[src/rtl/core_pkg.sv]
// ============================================================================
//  core_pkg : trap causes, interrupt enable bit positions and trap FSM states
//  Revision : 1.0
// ============================================================================
`default_nettype none

package core_pkg;

   // Interrupt cause codes (mcause[3:0] with the interrupt flag set)
   localparam logic [3:0] IRQ_M_SOFT  = 4'd3;
   localparam logic [3:0] IRQ_M_TIMER = 4'd7;
   localparam logic [3:0] IRQ_M_EXT   = 4'd11;

   // Synchronous exception codes
   localparam logic [3:0] EXC_INSN_MISALIGN = 4'd0;
   localparam logic [3:0] EXC_INSN_FAULT    = 4'd1;
   localparam logic [3:0] EXC_ILLEGAL_INSN  = 4'd2;
   localparam logic [3:0] EXC_BREAKPOINT    = 4'd3;
   localparam logic [3:0] EXC_LOAD_MISALIGN = 4'd4;
   localparam logic [3:0] EXC_LOAD_FAULT    = 4'd5;
   localparam logic [3:0] EXC_STORE_MISALIGN= 4'd6;
   localparam logic [3:0] EXC_STORE_FAULT   = 4'd7;
   localparam logic [3:0] EXC_ECALL_M       = 4'd11;

   // Bit positions of the machine interrupt enables in mie
   localparam int MIE_MSIE = 3;
   localparam int MIE_MTIE = 7;
   localparam int MIE_MEIE = 11;

   typedef enum logic [1:0] {
      ST_IDLE     = 2'd0,
      ST_TRAP     = 2'd1,
      ST_MRET     = 2'd2,
      ST_REDIRECT = 2'd3
   } trap_state_e;

   // en is {ext, soft, timer}; ext wins over soft, soft over timer
   function automatic logic [3:0] irq_cause(input logic [2:0] en);
      if (en[2])      return IRQ_M_EXT;
      else if (en[1]) return IRQ_M_SOFT;
      else            return IRQ_M_TIMER;
   endfunction

endpackage

`default_nettype wire

[src/rtl/irq_sync.sv]
// ============================================================================
//  irq_sync : per-bit multi-flop synchroniser for asynchronous level inputs
//  Revision : 1.0
// ============================================================================
`default_nettype none

module irq_sync #(
   parameter int SYNC_STAGES = 2,   // legal range 2..4
   parameter int WIDTH       = 3
) (
   input  logic             clk,
   input  logic             rst_n,
   input  logic [WIDTH-1:0] d_i,
   output logic [WIDTH-1:0] q_o
);

   for (genvar b = 0; b < WIDTH; b++) begin : g_bit
      logic [SYNC_STAGES-1:0] sync_q;

      always_ff @(posedge clk or negedge rst_n) begin
         if (!rst_n) sync_q <= '0;
         else        sync_q <= {sync_q[SYNC_STAGES-2:0], d_i[b]};
      end

      assign q_o[b] = sync_q[SYNC_STAGES-1];
   end

endmodule

`default_nettype wire

[src/rtl/trap_unit.sv]
// ============================================================================
//  trap_unit : prioritises exceptions, MRET and machine interrupts, pulses the
//              CSR trap/MRET interface and hands a redirect target to fetch
//  Revision : 1.0
// ============================================================================
`default_nettype none

module trap_unit
   import core_pkg::*;
#(
   parameter int SYNC_STAGES = 2
) (
   input  logic        clk,
   input  logic        rst_n,
   input  logic        exc_valid,
   input  logic [3:0]  exc_cause,
   input  logic [31:0] exc_pc,
   input  logic [31:0] exc_tval,
   input  logic        mret_req,
   input  logic        insn_boundary,
   input  logic [31:0] boundary_pc,
   input  logic        irq_m_ext,
   input  logic        irq_m_soft,
   input  logic        irq_m_timer,
   input  logic        csr_mstatus_mie,
   input  logic [31:0] csr_mie,
   input  logic [31:0] mtvec_base,
   input  logic [31:0] mepc_out,
   output logic        trap_taken,
   output logic [31:0] trap_pc,
   output logic [3:0]  trap_cause,
   output logic [31:0] trap_value,
   output logic        is_interrupt,
   output logic        mret,
   output logic        redirect_valid,
   output logic [31:0] redirect_pc,
   input  logic        redirect_ready,
   output logic        busy,
   output logic        irq_pending
);

   logic [2:0]  irq_s;
   logic [2:0]  irq_en;
   logic        irq_take;
   logic        unused_mie;

   trap_state_e state_q;
   logic        trap_taken_q;
   logic [31:0] trap_pc_q;
   logic [3:0]  trap_cause_q;
   logic [31:0] trap_value_q;
   logic        is_interrupt_q;
   logic        mret_q;
   logic        redirect_valid_q;
   logic [31:0] redirect_pc_q;
   logic        busy_q;

   irq_sync #(
      .SYNC_STAGES (SYNC_STAGES),
      .WIDTH       (3)
   ) u_irq_sync (
      .clk   (clk),
      .rst_n (rst_n),
      .d_i   ({irq_m_ext, irq_m_soft, irq_m_timer}),
      .q_o   (irq_s)
   );

   assign irq_en      = irq_s & {csr_mie[MIE_MEIE], csr_mie[MIE_MSIE], csr_mie[MIE_MTIE]};
   assign irq_pending = |irq_en;
   assign irq_take    = csr_mstatus_mie & (|irq_en);
   assign unused_mie  = ^{csr_mie[31:12], csr_mie[10:8], csr_mie[6:4], csr_mie[2:0]};

   // Pulses default low each cycle; requests are only sampled in IDLE
   always_ff @(posedge clk or negedge rst_n) begin
      if (!rst_n) begin
         state_q          <= ST_IDLE;
         trap_taken_q     <= 1'b0;
         trap_pc_q        <= '0;
         trap_cause_q     <= '0;
         trap_value_q     <= '0;
         is_interrupt_q   <= 1'b0;
         mret_q           <= 1'b0;
         redirect_valid_q <= 1'b0;
         redirect_pc_q    <= '0;
         busy_q           <= 1'b0;
      end else begin
         trap_taken_q <= 1'b0;
         mret_q       <= 1'b0;
         case (state_q)
            ST_IDLE: begin
               if (exc_valid) begin
                  trap_pc_q      <= exc_pc;
                  trap_cause_q   <= exc_cause;
                  trap_value_q   <= exc_tval;
                  is_interrupt_q <= 1'b0;
                  trap_taken_q   <= 1'b1;
                  busy_q         <= 1'b1;
                  state_q        <= ST_TRAP;
               end else if (mret_req) begin
                  mret_q  <= 1'b1;
                  busy_q  <= 1'b1;
                  state_q <= ST_MRET;
               end else if (irq_take && insn_boundary) begin
                  trap_pc_q      <= boundary_pc;
                  trap_cause_q   <= irq_cause(irq_en);
                  trap_value_q   <= '0;
                  is_interrupt_q <= 1'b1;
                  trap_taken_q   <= 1'b1;
                  busy_q         <= 1'b1;
                  state_q        <= ST_TRAP;
               end
            end
            ST_TRAP: begin
               redirect_pc_q    <= mtvec_base;
               redirect_valid_q <= 1'b1;
               state_q          <= ST_REDIRECT;
            end
            ST_MRET: begin
               redirect_pc_q    <= mepc_out;
               redirect_valid_q <= 1'b1;
               state_q          <= ST_REDIRECT;
            end
            ST_REDIRECT: begin
               if (redirect_ready) begin
                  redirect_valid_q <= 1'b0;
                  busy_q           <= 1'b0;
                  state_q          <= ST_IDLE;
               end
            end
            default: state_q <= ST_IDLE;
         endcase
      end
   end

   assign trap_taken     = trap_taken_q;
   assign trap_pc        = trap_pc_q;
   assign trap_cause     = trap_cause_q;
   assign trap_value     = trap_value_q;
   assign is_interrupt   = is_interrupt_q;
   assign mret           = mret_q;
   assign redirect_valid = redirect_valid_q;
   assign redirect_pc    = redirect_pc_q;
   assign busy           = busy_q;

endmodule

`default_nettype wire

[config.mk]
export PLATFORM = sky130hd
export DESIGN_NAME = trap_unit
export DESIGN_NICKNAME = d
export VERILOG_FILES = /design/src/rtl/core_pkg.sv /design/src/rtl/irq_sync.sv /design/src/rtl/trap_unit.sv
export SDC_FILE = /design/constraint.sdc
export NUM_CORES = 1
export LEC_CHECK = 0
export CAP_MARGIN = 10
export CORE_MARGIN = 2
export CORE_UTILIZATION = 33
export DETAILED_ROUTE_END_ITERATION = 8
export GPL_TIMING_DRIVEN = 0
export PLACE_DENSITY = 0.74
export RECOVER_POWER = 25
export SYNTH_ARGS = -nofsm -noshare
export SYNTH_HDL_FRONTEND = slang
export SYNTH_SLANG_ARGS = --single-unit
[constraint.sdc]
create_clock -name clk -period 1.5 [get_ports clk]
set_clock_uncertainty 0.05 [all_clocks]
set_input_delay 0.15 -clock clk [delete_from_list [all_inputs] [get_ports clk]]
set_output_delay 0.15 -clock clk [all_outputs]
set_load 0.02 [all_outputs]
==> results.yml <==
clocking:
  clk_root_buffer_cell: "clkbuf_16"
  htreeDepth: 4
  cts_tree: "done"
  insertion_delay_ns: 0.40
  clk_path_buf_depth: 2
  cts_inserted_buffers: 17
  clock-sinks: 113
  path_clk_slew_ns: 0.06
sta:
  post-route-min-period_ns: 1.73
  finalHoldViolations: 0
  finalCritPeriodShare_pct: 115
  rsz0062_at_grt: "true"
  max_freq_mhz: 578
  maxSlewViolCount: 0
  setup_violations: 102
  relSlewSlack_pct: 42.8
  fin_ws_ns: -0.230
  worst_pin_slew_ns: 0.857
global_routing:
  grt-ovfl-total: 0
  track_usage_pct: 19.4
  grt_use_met1_pct: 21.5
  use_met2_pct: 34.9
  grt_pass1_wl_um: 22600
  grtUsageMet3_pct: 5.77
  grt_pass1_vias: 4456
  grt_max_degree: 62
  grt-busiest-layer: "met2"
  antenna_found_initial: 0
detailed_routing:
  antenna_left: 0
  drc: 0
  wl_um: 16000
  dr.first_iter.drc_count: 224
  viasPerCell: 4.81
  vias: 4448
  wl_per_cell_um: 17.3
  first_pass_iters: 4
floorplanning:
  num_rows: 43
  die_width_um: 124
  fp.dieH_um: 124
  core_um2: 14000
  die-area_um2: 15400
  io-pin-count: 312
  start_util_pct: 34.0
yosys:
  synth_area_leader_cell: "dfrtp_1"
  synth_xor_xnor_area_share_pct: 0
  synth_cell_types: 28
  synthAdderAreaFrac_pct: 0.789
  syn_avg_cell_area_um2: 11.6
  yosys-top-cells-area: "dfrtp_1 59%, mux2i_1 14%, a21oi_1 7.2%"
  yosysWarnings: 0
  synth_area_um2: 4760
  synth-simple-area-share_pct: 7.08
  syn-num-nets: 620
  ys_ff_latch: 113
  syn_inst: 411
  synth_compound_area_share_pct: 14.7
  synth_top_area_share_pct: 59.4
  synthMuxAreaShare_pct: 13.7
  synth_top_family_by_area: "compound AO/OA/AOI/OAI gates"
  yosysSeqAreaShare_pct: 59.4
worst_setup_path:
  crit_buf_inv: 3
  critPathArrivalTime_ns: 2.01
  crit_slowest_cell: "a222oi_1"
  required_ns: 1.78
  worstSetupPathType: "flip-flop to flip-flop"
  path_delay_family: "compound AO/OA/AOI/OAI gates"
  crit_chain: "a222oi_1, buf_4, o21ai_4, nand2_4, buf_12, clkbuf_16, a22o_1"
  critPathMaxFanout: 7
  cp-end-kind: "flip-flop"
  max_stage_delay_ns: 0.39
  cp-start-kind: "flip-flop"
placed_design:
  globalplace.congestion: 0.752
  dp_slack_ns: -0.592
  post-dp-hpwl_um: 11600
  dpl_cell_area_um2: 7830
  portBuffers: 281
run_status:
  failed_checks: "setup timing"
  status: "finished, violations left"
flow_run:
  drv_cap: 0
hold_path:
  hold_class: "primary input to flip-flop"
power:
  powerDensity_nw_per_um2: 2070
  leakagePower_uw: 0.00397
  peakVddDrop_mv: 1.02
layout:
  syn2layout_area_growth_pct: 88.2
  fin_nets: 940
  final_area_um2: 8950
  drive_above_1_share_pct: 18.7
-- final timing paths --
kind,to,depth (start not counted),start,slack [ns]
setup reg to reg,trap_value[24],7,u_irq_sync.g_bit[1].sync_q[1],-0.23
hold / removal,trap_pc[3],3,exc_valid,0.20
max in group asynchronous,redirect_pc[28],3,rst_n,0.28
min in group asynchronous,trap_value[0],2,rst_n,0.38
setup / recovery,trap_value[24],7,u_irq_sync.g_bit[1].sync_q[1],-0.23
hold reg to reg,u_irq_sync.g_bit[1].sync_q[1],0,u_irq_sync.g_bit[1].sync_q[0],0.30
-- cell type report --
class / count / area, um2
timing repair buffer: 301 / 2970
tap: 180 / 225
multi-input combinational: 262 / 2000
inverter: 8 / 41.3
fill: 1113 / 5030
buffer: 27 / 294
sequential: 113 / 2830
antenna: 1 / 2.50
clock buffer: 19 / 453
clock inverter: 13 / 136
timing repair inverter: 1 / 6.26
-- synthesized netlist by cell type --
cell type and count:
o22a_1 2, a41oi_1 1, nand2_1 4, a22oi_1 1, buf_2 4, nand2b_1 1, nor2_1 70, a31oi_1 2
clkbuf_1 14, nand3b_1 1, o21ai_0 2, nor3b_1 2, nor4b_1 1, buf_6 7, nand2_2 1, a21oi_1 68
dfrtp_1 113, o21ai_1 1, inv_1 7, nor3_1 1, nand3_1 2, a222oi_1 1, buf_4 3, inv_4 1
o22ai_1 1, a22o_1 32, mux2i_1 65, ha_1 3
-- cell families (layout without fill, tap and decap cells) --
group | count (synthesis) | in the layout
other | 0 | 1
muxes | 65 | 65
adders and majority gates | 3 | 3
and+or+nand+nor | 83 | 83
AOI/OAI and AO/OA | 111 | 111
buffers and inverters | 36 | 369
DFF | 113 | 113
-- tightest hold or removal path: stages --
cell and delay, ns:
buf_2 0.20, mux2i_1 0.18, a21oi_1 0.08
-- layout by cell type, fill, tap and decap left out, types with 2 or more instances in the layout --
master,instances
clkinvlp_4,5
a21oi_2,8
mux2i_4,2
clkinv_4,2
buf_12,6
buf_4,9
nand2_1,4
clkbuf_1,3
dfrtp_1,112
bufinv_16,2
a31oi_1,2
clkinv_2,4
a22o_1,32
inv_2,3
buf_6,7
o21ai_4,2
clkbuf_8,3
mux2i_1,53
clkbuf_2,5
ha_4,2
mux2i_2,10
inv_1,3
nor2_2,20
clkdlybuf4s50_1,171
dlygate4sd2_1,105
dlygate4sd3_1,4
buf_16,2
nor2_4,6
buf_8,5
nand3_1,2
nor2_1,44
clkbuf_4,5
o22a_1,2
a21oi_1,60
clkbuf_16,21
-- per-stage QoR --
| step | power [uW] | utilization (%) | setup TNS, ns | instances | hold slack [ns] |
|---|---|---|---|---|---|
| floorplan | 9940 | - | -1.95 | 411 | -0.196 |
| global placement | 14000 | 55.8 | -482.53 | 872 | 0.285 |
| detailed placement | 14200 | 56.0 | -49.13 | 873 | 0.230 |
| CTS | 17900 | 61.7 | -11.68 | 913 | 0.122 |
| global route | 19600 | 64.0 | -21.47 | 924 | 0.218 |
| finish | 18600 | 64.0 | -14.40 | 925 | 0.202 |
-- timing repair --
item	in CTS	in global routing
cloned	3	4
buffers inserted	5	9
endpoints found under the setup margin	212	104
hold buffers	1	0
resized for setup	183	45
pin swaps	7	18
hold endpoints to repair	60	0
-- power breakdown --
part           internal, uW  switching, uW
Sequential             4490            836
Combinational          4250           5050
Clock                  2530           1420
Total                 11300           7300
-- layer usage --
layer	up-vias	wire length [um]
li1	2108	-
met1	2143	6070
met2	177	8450
met3	20	1240
met4	0	257
met5	-	0
-- sequential cells by signal (all words and copies together), names as in the netlist --
name,cells
busy,1
is_interrupt,1
mret,1
redirect_pc,32
redirect_valid,1
state_q,2
trap_cause,4
trap_pc,32
trap_taken,1
trap_value,32
u_irq_sync.g_bit.sync_q,6
(Power assumes the default switching activity.)
